## src/rtl/oob_link_if.sv

```systemverilog
// OOB engine handshake bundle between the link manager and the OOB sequencer.
// master = link manager side, slave = OOB engine side.
interface oob_link_if;
    logic oob_start;
    logic cominit_allow;
    logic oob_busy;
    logic link_up;
    logic link_down;
    logic oob_error;
    logic oob_silence;
    logic cominit_req;

    modport master (
        output oob_start, cominit_allow,
        input  oob_busy, link_up, link_down, oob_error, oob_silence, cominit_req
    );

    modport slave (
        input  oob_start, cominit_allow,
        output oob_busy, link_up, link_down, oob_error, oob_silence, cominit_req
    );
endinterface

```

## src/rtl/oob_link_mgr.sv

```systemverilog
// SATA OOB link manager: attempt/backoff/retry FSM with offline and COMRESET control.
// Define OOB_LINK_STATS_EN to build the link-up / error statistics counters.
module oob_link_mgr #(
    parameter int MAX_RETRIES = 3,
    parameter int RETRY_DELAY = 1024,
    parameter int CNT_WIDTH   = 8
) (
    input  logic                 clk,
    input  logic                 rst,
    input  logic                 gtx_ready,
    input  logic                 rxbyteisaligned,
    input  logic                 set_offline,
    input  logic                 comreset_send,
    input  logic                 stats_clr,
    oob_link_if.master           oob,
    output logic                 phy_ready,
    output logic                 link_failed,
    output logic                 force_offline,
    output logic [3:0]           retry_cnt,
    output logic [2:0]           state,
    output logic [CNT_WIDTH-1:0] link_up_cnt,
    output logic [CNT_WIDTH-1:0] err_cnt
);

    typedef enum logic [2:0] {
        IDLE    = 3'd0,
        START   = 3'd1,
        BUSY    = 3'd2,
        LINKED  = 3'd3,
        BACKOFF = 3'd4,
        FAILED  = 3'd5,
        OFFLINE = 3'd6
    } st_t;

    st_t         st_q, st_d;
    logic [3:0]  retry_q, retry_d;
    logic [15:0] timer_q, timer_d;
    logic        start_q, failed_q, offline_q;
    logic        link_evt, err_evt;
    logic        active;

    assign active = (st_q == START) || (st_q == BUSY) ||
                    (st_q == LINKED) || (st_q == BACKOFF);

    always_comb begin
        st_d     = st_q;
        retry_d  = retry_q;
        timer_d  = timer_q;
        link_evt = 1'b0;
        err_evt  = 1'b0;
        if (comreset_send) begin
            st_d    = IDLE;
            retry_d = 4'd0;
        end else if (set_offline) begin
            st_d = OFFLINE;
        end else if (!gtx_ready && active) begin
            st_d    = IDLE;
            timer_d = 16'd0;
        end else begin
            case (st_q)
                IDLE: if (gtx_ready && !oob.oob_busy) st_d = START;
                START: st_d = BUSY;
                BUSY: begin
                    // link_up takes priority over a coincident error
                    if (oob.link_up) begin
                        st_d     = LINKED;
                        retry_d  = 4'd0;
                        link_evt = 1'b1;
                    end else if (oob.oob_error || oob.oob_silence) begin
                        err_evt = 1'b1;
                        if (retry_q == 4'(MAX_RETRIES)) begin
                            st_d = FAILED;
                        end else begin
                            st_d    = BACKOFF;
                            retry_d = retry_q + 4'd1;
                            timer_d = 16'(RETRY_DELAY - 1);
                        end
                    end
                end
                LINKED: begin
                    if (oob.link_down)        st_d = IDLE;
                    else if (oob.cominit_req) st_d = BUSY;
                end
                BACKOFF: begin
                    if (timer_q == 16'd0) st_d = IDLE;
                    else                  timer_d = timer_q - 16'd1;
                end
                default: ;
            endcase
        end
    end

    always_ff @(posedge clk) begin
        if (rst) begin
            st_q      <= IDLE;
            retry_q   <= 4'd0;
            timer_q   <= 16'd0;
            start_q   <= 1'b0;
            failed_q  <= 1'b0;
            offline_q <= 1'b0;
        end else begin
            st_q      <= st_d;
            retry_q   <= retry_d;
            timer_q   <= timer_d;
            start_q   <= (st_d == START);
            failed_q  <= (st_d == FAILED);
            offline_q <= (st_d == OFFLINE);
        end
    end

    // outputs are forced low while rst is held, before the registers settle
    assign state             = rst ? 3'd0 : st_q;
    assign retry_cnt         = rst ? 4'd0 : retry_q;
    assign oob.oob_start     = start_q & ~rst;
    assign link_failed       = failed_q & ~rst;
    assign force_offline     = offline_q & ~rst;
    assign phy_ready         = ~rst & (st_q == LINKED) & gtx_ready & rxbyteisaligned;
    assign oob.cominit_allow = ~rst & oob.cominit_req & (st_q == LINKED);

`ifdef OOB_LINK_STATS_EN
    logic [CNT_WIDTH-1:0] lu_q, er_q;

    always_ff @(posedge clk) begin
        if (rst || stats_clr) begin
            lu_q <= '0;
            er_q <= '0;
        end else begin
            if (link_evt && !(&lu_q)) lu_q <= lu_q + 1'b1;
            if (err_evt && !(&er_q))  er_q <= er_q + 1'b1;
        end
    end

    assign link_up_cnt = rst ? '0 : lu_q;
    assign err_cnt     = rst ? '0 : er_q;
`else
    logic unused_stats;
    assign unused_stats = ^{stats_clr, link_evt, err_evt};
    assign link_up_cnt  = '0;
    assign err_cnt      = '0;
`endif

endmodule

```

## src/flat_wrapper.sv

```systemverilog
// flat-port wrapper written by rule: the top's interface ports become plain ports
module oob_link_mgr_flat 
#(
    parameter int MAX_RETRIES = 3,
    parameter int RETRY_DELAY = 1024,
    parameter int CNT_WIDTH   = 8
)
  (clk, rst, gtx_ready, rxbyteisaligned, set_offline, comreset_send, stats_clr, phy_ready, link_failed, force_offline, retry_cnt, state, link_up_cnt, err_cnt, oob_oob_start, oob_cominit_allow, oob_oob_busy, oob_link_up, oob_link_down, oob_oob_error, oob_oob_silence, oob_cominit_req);
  oob_link_if oob_i ();
  input  logic clk;
  input  logic rst;
  input  logic gtx_ready;
  input  logic rxbyteisaligned;
  input  logic set_offline;
  input  logic comreset_send;
  input  logic stats_clr;
  output logic phy_ready;
  output logic link_failed;
  output logic force_offline;
  output logic [3:0] retry_cnt;
  output logic [2:0] state;
  output logic [CNT_WIDTH-1:0] link_up_cnt;
  output logic [CNT_WIDTH-1:0] err_cnt;
  output wire logic [$bits(oob_i.oob_start)-1:0] oob_oob_start;
  output wire logic [$bits(oob_i.cominit_allow)-1:0] oob_cominit_allow;
  input wire logic [$bits(oob_i.oob_busy)-1:0] oob_oob_busy;
  input wire logic [$bits(oob_i.link_up)-1:0] oob_link_up;
  input wire logic [$bits(oob_i.link_down)-1:0] oob_link_down;
  input wire logic [$bits(oob_i.oob_error)-1:0] oob_oob_error;
  input wire logic [$bits(oob_i.oob_silence)-1:0] oob_oob_silence;
  input wire logic [$bits(oob_i.cominit_req)-1:0] oob_cominit_req;
  assign oob_oob_start = oob_i.oob_start;
  assign oob_cominit_allow = oob_i.cominit_allow;
  assign oob_i.oob_busy = oob_oob_busy;
  assign oob_i.link_up = oob_link_up;
  assign oob_i.link_down = oob_link_down;
  assign oob_i.oob_error = oob_oob_error;
  assign oob_i.oob_silence = oob_oob_silence;
  assign oob_i.cominit_req = oob_cominit_req;
  oob_link_mgr #(.MAX_RETRIES(MAX_RETRIES), .RETRY_DELAY(RETRY_DELAY), .CNT_WIDTH(CNT_WIDTH)) u_core (.clk(clk), .rst(rst), .gtx_ready(gtx_ready), .rxbyteisaligned(rxbyteisaligned), .set_offline(set_offline), .comreset_send(comreset_send), .stats_clr(stats_clr), .oob(oob_i), .phy_ready(phy_ready), .link_failed(link_failed), .force_offline(force_offline), .retry_cnt(retry_cnt), .state(state), .link_up_cnt(link_up_cnt), .err_cnt(err_cnt));
endmodule
```

## config.mk

```make
export PLATFORM = sky130hd
export DESIGN_NAME = oob_link_mgr_flat
export DESIGN_NICKNAME = d
export VERILOG_FILES = /design/src/rtl/oob_link_if.sv /design/src/rtl/oob_link_mgr.sv /design/src/flat_wrapper.sv
export SDC_FILE = /design/constraint.sdc
export NUM_CORES = 1
export LEC_CHECK = 0
export ABC_AREA = 1
export BUFFER_PORTS_ARGS = -buffer_cell sky130_fd_sc_hd__buf_2
export CORE_MARGIN = 10
export CORE_UTILIZATION = 50
export CTS_BUF_LIST = sky130_fd_sc_hd__clkbuf_4 sky130_fd_sc_hd__clkbuf_8
export CTS_CLUSTER_DIAMETER = 60
export DETAILED_ROUTE_END_ITERATION = 12
export GPL_TIMING_DRIVEN = 0
export PLACE_DENSITY = 0.71
export SLEW_MARGIN = 20
export SYNTH_ARGS = -nofsm -noshare
export SYNTH_HDL_FRONTEND = slang
export SYNTH_SLANG_ARGS = --single-unit
export TNS_END_PERCENT = 20
```

## constraint.sdc

```tcl
create_clock -name clk -period 4.09 [get_ports clk]
set_input_delay 1.227 -clock clk [delete_from_list [all_inputs] [get_ports clk]]
set_output_delay 1.227 -clock clk [all_outputs]
set_load 0.02 [all_outputs]
```

Word level (Yosys, flattened, before mapping)
Cells that the tools add are included.
Cells by class
  bitwise gates (word level): 12
  equality and inequality tests: 13
  add/subtract/negate cells: 2
  reductions and logical operators: 15
  muxes and demuxes: 22
Operator list (count)
  $mux 16: 5
  $pmux 16 s2: 1
  $mux 3: 10
  $logic_not 16->1: 1
  $mux 4: 4
  $sub 16x1->16 const B: 1
  $pmux 3 s5: 1
  $ne 3x3->1 const B: 4
  $eq 3x3->1 const B: 3
  $and 1x1->1: 8
  $reduce_and 7->1: 1
  $eq 3x1->1 const B: 2
  $eq 3x2->1 const B: 2
  $reduce_and 5->1: 1
  $add 4x1->4 const B: 1
  $eq 4x2->1 const B: 1
  $logic_or 1x1->1: 4
  $not 1->1: 4
  $logic_not 3->1: 1
  $reduce_bool 3->1: 1
  $logic_and 1x1->1: 2
  $logic_not 1->1: 2
  $ne 2x2->1 const B: 1
  $reduce_bool 2->1: 1
  other kinds (2): 2
Storage, ports and cells
  logic and storage cells: 70
  output and inout bits: 28
  flip-flop bits (word level): 26

Depth between registers and ports, before layout
Gate-level depths: netlist (run 1).
  word-level depth: 9
  depth in mapped cells: 12
  mapped depth without buffers: 12

Worst setup path before layout (run 1)
Ideal clock, no wire load.
  kind: input -> output
  from: input port rst
  to: output port oob_cominit_allow
  arrival time: 2.170 ns
  stages: 4
  path buffers: 1
  setup slack: 0.693 ns
  cell sequence: clkbuf_1 > nor2_1 > nand2_1 > nor2_1
On the way
  word-level cells in the longest chain between the ends: 3
Ends and longest elaborated chain
  start, declared: line flat_wrapper.sv:11  | input logic rst;
  $not 1->1: line oob_link_mgr.sv:118  | assign oob.cominit_allow = ~rst & oob.cominit_req & (st_q == LINKED);
  $and 1x1->1 (2 in series): line oob_link_mgr.sv:118
  end, declared: line flat_wrapper.sv:25  | output wire logic [$bits(oob_i.cominit_allow)-1:0] oob_cominit_allow;
No other way between the ends.

Worst setup path after layout (run 1)
  from: input port rst
  to: output port state[2]
On the way
  word-level cells in the longest chain between the ends: 1
Ends and longest elaborated chain
  $mux 3: line oob_link_mgr.sv:112  | assign state = rst ? 3'd0 : st_q;
  end, declared: line flat_wrapper.sv:21  | output logic [2:0] state;
No other way between the ends.

==> metrics.csv, run 1 <==
metric;value;unit
outcome;complete, no violations;
vdd_drop_max;230;uV
die_y;81.2;um
r2r_slack;2360;ps
p_seq_frac;0.458;
pwr-share-clk;0.251;
p_leak;1.08;nW
grt_max_degree;14;
die_area;0.00659;mm^2
path_clk_slew;90;ps
dr.pass1.iters;4;
grt_pass1_vias;1834;
route.vias.total;1881;
grt_setup_unrepaired;false;
totalWireLength;4.39;mm
worstSkewPairLatency;270;ps
antenna_found_initial;0;
ys_warn_count;0;
viasPerCell;4.69;
num_rows;22;
synth_edf_count;0;
die_w;81.2;um
required;2860;ps
async_flop_share;0;
fin_skew;2.14;ps
track_usage;0.138;
io_pins;41;
timing.fmax;280;MHz
worstPathMaxFanout;10;
arrival;2350;ps
dpl_worst_slack;500;ps
cts_tree;done;
period_share;0.874;
syn_to_final_growth;14.6;%
synthFlopType;dfxtp_1;
ys_seq_elements;26;
finalSetupViolations;0;
setup_ws;516;ps
slew_viol_final;0;
power_density;272;mW/mm^2
comb_power_share;0.291;
nets;370;
hold_class;register to register;
drc;0;
p_switching;0.000198;W
clockRootBuffer;clkbuf_8;
cts_buffers;3;
drive_gt1_frac;0.187;
syn_area;0.00187;mm^2
finalCriticalPeriod;3570;ps
synth.distinct_cells;26;
synth_top_cell_by_area;dfxtp_1;
internal_power;0.000385;W
seq_area_frac_synth;0.278;
max_cap_viol_count;0;
gp_congestion;0.830;
worstSetupPathType;input port to primary output;
synth.avg_cell_area;6.00;um^2
cts_resized;0;
swShare;0.339;
cts_sinks;26;
cts_buffer_depth;2;
synth_area_leaders;dfxtp_1, nand2_1, nor2_1, nand3_1, inv_1;
start_kind;input port;
start_util;0.515;
tightest_slew;737;ps
overflow;0;
postCtsSetupBuffers;0;
htree_levels;1;
drtAntennaViolNets;0;
maxSlewHeadroom;0.508;
portBuffers;23;
fillers;400;
synth_top_cell_area_share;0.278;
grt_first_pass_wirelength;7.49;mm
holdBufCountCts;0;
hold_viol;0;
tns;0;ps
antenna_cells;0;
post_drt_wl_per_cell;10.9;um
core;0.00363;mm^2
hpwl;3.57;mm
cp-end-kind;primary output;
drt_iter0_drc;84;
syn-instance-count;312;
[metrics by stage]
step	hold WS [ps]	total power (W)	util	std cells	instance area, um^2
2_1_floorplan	452	0.000408	-	327	1930
3_3_place_gp	469	0.000438	0.579	398	2100
3_5_place_dp	473	0.000441	0.579	398	2100
4_1_cts	486	0.000586	0.590	401	2140
5_1_grt	506	0.000624	0.590	401	2140
6_report	482	0.000582	0.590	401	2140
[sequential cells by signal (all words and copies together) (netlist names)]
name	cells
u_core.failed_q	1
u_core.offline_q	1
u_core.retry_q	4
u_core.st_q	3
u_core.start_q	1
u_core.timer_q	16
[cells in the final DEF (no fill, tap or decap), types with 2 or more instances in the layout]
cell type,instances
nand2_1,73
nor2_1,63
inv_1,37
nand3_1,35
dfxtp_1,26
buf_2,24
buf_4,17
conb_1,16
a21oi_1,12
o21ai_0,12
a21oi_2,10
nand2_2,4
clkbuf_1,3
nor2_2,3
xor2_1,3
clkbuf_8,3
ha_1,2
[power by group through the flow]
stage / registers, W / clock network [W] / logic, W
3_5_place_dp: 0.000272 / 0 / 0.000168
6_report: 0.000267 / 0.000146 / 0.000169
3_3_place_gp: 0.000272 / 0 / 0.000165
2_1_floorplan: 0.000271 / 0 / 0.000137
4_1_cts: 0.000267 / 0.000151 / 0.000169
5_1_grt: 0.000268 / 0.000160 / 0.000196
[cells by family after synthesis]
| kind of cell | count (synthesis) | synth area share |
|---|---|---|
| simple gates | 183 | 0.410 |
| buf+inv | 60 | 0.159 |
| compound gates | 37 | 0.123 |
| flops | 26 | 0.278 |
| xor+xnor | 3 | 0.0140 |
| fa+ha+maj | 2 | 0.0134 |
| other cells | 1 | 0.00200 |
[routing by layer]
layer | part of all wire | vias up | wire (um) | track usage
met5 | 0 | - | 0 | 0
met4 | 0.0066 | 0 | 29 | 0.0381
met3 | 0.031 | 4 | 134 | 0.0342
met2 | 0.51 | 28 | 2230 | 0.260
met1 | 0.45 | 821 | 1990 | 0.150
li1 | - | 1028 | - | -
[final timing paths]
kind	cells after the start	end	from
max reg2reg	8	u_core.timer_q[3]	u_core.st_q[1]
min reg2reg	2	u_core.timer_q[0]	u_core.timer_q[0]
max	5	state[2]	rst
min	2	u_core.timer_q[0]	u_core.timer_q[0]
[Yosys cell counts (2+ instances only)]
cell type  number
a21oi_1        12
xor2_1          3
dfxtp_1        26
ha_1            2
inv_1          37
o21ai_0        12
clkbuf_1        3
nand3_1        35
nor2_2          3
nand2_1        73
a21oi_2        10
buf_4          17
nor2_1         63
nand2_2         4
[worst max-delay path: stages]
cell and delay [ps]:
buf_2 110, clkbuf_1 360, clkbuf_1 390, nor2_1 90
buf_2 170
[cell type report]
class	instances	area, um^2	share of cell area
Buffer	22	155	0.0723
Multi-Input combinational cell	241	1110	0.518
Inverter	38	143	0.0665
Clock buffer	3	41.3	0.0193
Sequential cell	26	520	0.243
Tap cell	48	60.1	0.0280
Timing Repair Buffer	23	115	0.0537
Power figures use the tool's default switching activity.
==> inputs of run 2 (changes only) <==
--- a/config.mk
+++ b/config.mk
@@ -8,13 +8,12 @@
 export ABC_AREA = 1
 export BUFFER_PORTS_ARGS = -buffer_cell sky130_fd_sc_hd__buf_2
 export CORE_MARGIN = 10
-export CORE_UTILIZATION = 50
+export CORE_UTILIZATION = 40
 export CTS_BUF_LIST = sky130_fd_sc_hd__clkbuf_4 sky130_fd_sc_hd__clkbuf_8
 export CTS_CLUSTER_DIAMETER = 60
 export DETAILED_ROUTE_END_ITERATION = 12
 export GPL_TIMING_DRIVEN = 0
-export PLACE_DENSITY = 0.71
-export SLEW_MARGIN = 20
+export PLACE_DENSITY = 0.59
 export SYNTH_ARGS = -nofsm -noshare
 export SYNTH_HDL_FRONTEND = slang
 export SYNTH_SLANG_ARGS = --single-unit
==> run 2 against run 1 <==
Core utilization shrank 11 points. Register-to-register slack worse by 20 ps. Sequential power about the same. Via count shrank 1.4%. Combinational power hardly changed. Sequential cell count unchanged. Critical path depth unchanged. Maximum frequency down 0.99%. Design area up 0.23%. First-iteration DRC count is 18% higher. Global-route usage is 2.5 points lower.
==> metrics.csv, run 2 (synthesis results as in run 1) <==
metric;value;unit
tns;0;ps
gp_congestion;0.856;
cpPeakStageDelay;410;ps
period_share;0.882;
vdd_drop_max;182;uV
worstSkewPairLatency;270;ps
nets;370;
cts_buffers;3;
antenna_found_initial;0;
max_cap_viol_count;0;
die_y;88.4;um
route.vias.total;1854;
whs_endpoint;u_core.timer_q[1];
grt_pass1_vias;1666;
finalCriticalPeriod;3610;ps
min_path_cells;2;
io_pins;41;
p_leak;1.08;nW
worstPathMaxFanout;10;
r2r-end;u_core.timer_q[5];
critical_path.cell_chain;buf_2 -> clkbuf_1 -> clkbuf_1 -> nor2_1 -> buf_2;
min_from;u_core.timer_q[1];
hold_class;register to register;
syn_to_final_growth;14.8;%
dr.pass1.iters;4;
finalSetupViolations;0;
timing.rr.start;u_core.st_q[1];
largest_reg_flops;16;
cp-end-kind;primary output;
worstSetupPathType;input port to primary output;
maxSlewHeadroom;0.510;
slew_viol_final;0;
dp.cells;402;
clockRootBuffer;clkbuf_8;
viasPerCell;4.58;
cts_resized;0;
path_clk_slew;90;ps
arrival;2380;ps
htree_levels;1;
post_drt_wl_per_cell;11.0;um
largest_register;u_core.timer_q;
cts_sinks;26;
timing.fmax;277;MHz
portBuffers;23;
grt_first_pass_wirelength;7.38;mm
grt_setup_unrepaired;false;
cts_tree;done;
start_kind;input port;
r2r_slack;2340;ps
ff2ff_path_depth;8;
overflow;0;
core;0.00444;mm^2
design_area;0.00215;mm^2
most-common-layout-cells;nand2_1, nor2_1, inv_1, nand3_1, dfxtp_1;
start_util;0.421;
place_area;0.00211;mm^2
final_common_cell;nand2_1;
holdBufCountCts;0;
antenna_cells;0;
drtAntennaViolNets;0;
drc;0;
outcome;complete, no violations;
postCtsSetupBuffers;0;
die_w;88.4;um
fin_skew;5.59;ps
die_area;0.00782;mm^2
hold_viol;0;
drive_gt1_frac;0.187;
crit_start;rst;
reg_top3;u_core.timer_q (16), u_core.retry_q (4), u_core.st_q (3);
whs;488;ps
cts_buffer_depth;2;
track_usage;0.113;
totalWireLength;4.45;mm
num_rows;24;
tightest_slew;735;ps
cp_slowest_cell;clkbuf_1;
power_density;273;mW/mm^2
required;2860;ps
hpwl;3.59;mm
stdcell_count;405;
grt_max_degree;14;
drt_iter0_drc;99;
==> run 2: metal layers <==
layer | global-route usage | vias up | part of all wire
li1 | - | 1028 | -
met1 | 0.128 | 791 | 0.46
met2 | 0.208 | 33 | 0.49
met3 | 0.0340 | 2 | 0.047
met4 | 0.0191 | 0 | 0.0045
met5 | 0 | - | 0
==> run 2: power breakdown <==
part | switching, W | total, W | internal (W)
registers | 0.00000668 | 0.000267 | 0.000260
clock network | 0.0000834 | 0.000150 | 0.0000662
logic | 0.000111 | 0.000170 | 0.0000586
==> run 2: final cells by class <==
cell class                 instances  area, um^2
inverter                          38         143
buffer                            22         155
tap                               52        65.1
multi-input combinational        241        1110
sequential                        26         520
fill                             491        2290
clock buffer                       3        41.3
timing repair buffer              23         115
==> run 2: critical path: cells and delay by family <==
kind                   cells  cell delay, ps
buffers and inverters      4            1060
AND/OR/NAND/NOR            1             100
==> run 2: metrics by stage <==
| stage | power [W] | setup slack (ps) | util |
|---|---|---|---|
| 6_report | 0.000586 | 481 | 0.484 |
| 2_1_floorplan | 0.000408 | 693 | - |
| 5_1_grt | 0.000621 | 334 | 0.484 |
| 4_1_cts | 0.000592 | 461 | 0.484 |
| 3_3_place_gp | 0.000440 | 455 | 0.474 |
| 3_5_place_dp | 0.000442 | 466 | 0.474 |
==> run 2: worst max-delay path by stage <==
stage / endpoint / slack, ps / cells past startpoint
2_1_floorplan: oob_cominit_allow / 690 / 4
3_3_place_gp: retry_cnt[2] / 460 / 5
3_5_place_dp: state[0] / 470 / 5
4_1_cts: state[0] / 460 / 5
5_1_grt: state[0] / 330 / 5
6_report: state[0] / 480 / 5
==> inputs of run 3 (changes only) <==
--- a/config.mk
+++ b/config.mk
@@ -8,12 +8,13 @@
 export ABC_AREA = 1
 export BUFFER_PORTS_ARGS = -buffer_cell sky130_fd_sc_hd__buf_2
 export CORE_MARGIN = 10
-export CORE_UTILIZATION = 40
+export CORE_UTILIZATION = 25
 export CTS_BUF_LIST = sky130_fd_sc_hd__clkbuf_4 sky130_fd_sc_hd__clkbuf_8
 export CTS_CLUSTER_DIAMETER = 60
 export DETAILED_ROUTE_END_ITERATION = 12
 export GPL_TIMING_DRIVEN = 0
-export PLACE_DENSITY = 0.59
+export PLACE_DENSITY = 0.4
+export RECOVER_POWER = 25
 export SYNTH_ARGS = -nofsm -noshare
 export SYNTH_HDL_FRONTEND = slang
 export SYNTH_SLANG_ARGS = --single-unit
==> run 3 against run 2 <==
Clock power up 17%. Sequential share of layout area down 0.64 points. Global-route usage down 2.4 points. Power up 4.3%. Core utilization down 18 points. Maximum frequency down 2.1%. Critical endpoint is now retry_cnt[0]. Non-clock buffer count unchanged. Clock-buffer cell count up 1. First-iteration DRC count down 42%. Clock skew up 3.9 ps. Critical path type unchanged. Wire length up 10%.
==> metrics.csv, run 3 (synthesis results as in run 1) <==
metric;value;unit
final_common_cell;nand2_1;
reg_top3;u_core.timer_q (16), u_core.retry_q (4), u_core.st_q (3);
cts_sinks;26;
drtAntennaViolNets;0;
finalPower;0.000611;W
core;0.00725;mm^2
swShare;0.341;
worstPathMaxFanout;10;
holdBufCountCts;0;
cts_buffer_depth;2;
vdd_drop_max;120;uV
drc;0;
antenna_found_initial;0;
antenna_cells;0;
grt_setup_unrepaired;false;
most-common-layout-cells;nand2_1, nor2_1, inv_1, nand3_1, dfxtp_1;
maxSlewHeadroom;0.461;
largest_reg_flops;16;
timing.fmax;271;MHz
syn_to_final_growth;18.0;%
comb_power_share;0.276;
hold_viol;0;
fillers;850;
power_density;277;mW/mm^2
grt_first_pass_wirelength;8.51;mm
num_rows;31;
arrival;2460;ps
largest_register;u_core.timer_q;
postCtsSetupBuffers;0;
worstSkewPairLatency;280;ps
cp-end-kind;primary output;
io_pins;41;
p_switching;0.000208;W
max_cap_viol_count;0;
die_y;107;um
totalWireLength;4.90;mm
p_seq_frac;0.437;
track_usage;0.0898;
p_leak;1.08;nW
cts_buffers;3;
pwr-share-clk;0.287;
viasPerCell;4.06;
hpwl;4.01;mm
die_area;0.0113;mm^2
path_clk_slew;90;ps
grt_max_degree;15;
hold_class;register to register;
cts_resized;0;
start_util;0.258;
drt_iter0_drc;57;
post_drt_wl_per_cell;10.8;um
finalCriticalPeriod;3690;ps
utilization;0.304;
dpl_worst_slack;410;ps
period_share;0.901;
finalSetupViolations;0;
slew_viol_final;0;
htree_levels;1;
nets;370;
gp_congestion;0.768;
route.vias.total;1840;
outcome;complete, no violations;
internal_power;0.000403;W
required;2860;ps
cts_tree;done;
die_w;107;um
fin_skew;9.52;ps
drive_gt1_frac;0.175;
tns;0;ps
setup_ws;404;ps
overflow;0;
clockRootBuffer;clkbuf_8;
grt_pass1_vias;1838;
dr.pass1.iters;4;
start_kind;input port;
tightest_slew;809;ps
portBuffers;23;
worstSetupPathType;input port to primary output;
[run 3: through the flow]
step	hold WS (ps)	instance area (um^2)	std cells
5_1_grt	521	2210	453
6_report	489	2210	453
3_3_place_gp	470	2170	449
2_1_floorplan	452	1930	327
3_5_place_dp	482	2170	449
4_1_cts	496	2220	453
[run 3: cell type report]
cell class              count  area (um^2)  share of cell area
plain buffers              22          151              0.0686
multi-input cells         241         1100               0.499
repair buffers             23          114              0.0516
inverters                  38          143              0.0646
well taps                  99          124              0.0561
clock buffers               4         55.1              0.0249
flip-flops and latches     26          520               0.236
[run 3: final timing paths]
check | start | to | slack, ps | cells after the start
min reg2reg | u_core.timer_q[1] | u_core.timer_q[1] | 490 | 2
max | rst | retry_cnt[0] | 400 | 5
max reg2reg | u_core.st_q[1] | u_core.timer_q[10] | 2040 | 10
min | u_core.timer_q[1] | u_core.timer_q[1] | 490 | 2
[run 3: power by group through the flow]
stage | registers, W | clock network (W) | logic, W
finish | 0.000267 | 0.000176 | 0.000169
global route | 0.000268 | 0.000190 | 0.000196
CTS | 0.000267 | 0.000181 | 0.000173
detailed placement | 0.000273 | 0 | 0.000173
global placement | 0.000273 | 0 | 0.000172
floorplan | 0.000271 | 0 | 0.000137
[run 3: worst max-delay path, cell delays in order]
cell and delay, ps:
clkbuf_1 150, clkbuf_1 370, clkbuf_1 430, nor2_1 100, buf_2 170
[run 3: per-layer routing]
| layer | global-route usage | share of wire | vias up |
|---|---|---|---|
| li1 | - | - | 1023 |
| met5 | 0 | 0 | - |
| met3 | 0.0320 | 0.049 | 2 |
| met1 | 0.109 | 0.48 | 791 |
| met4 | 0.0116 | 0.0049 | 0 |
| met2 | 0.153 | 0.47 | 24 |
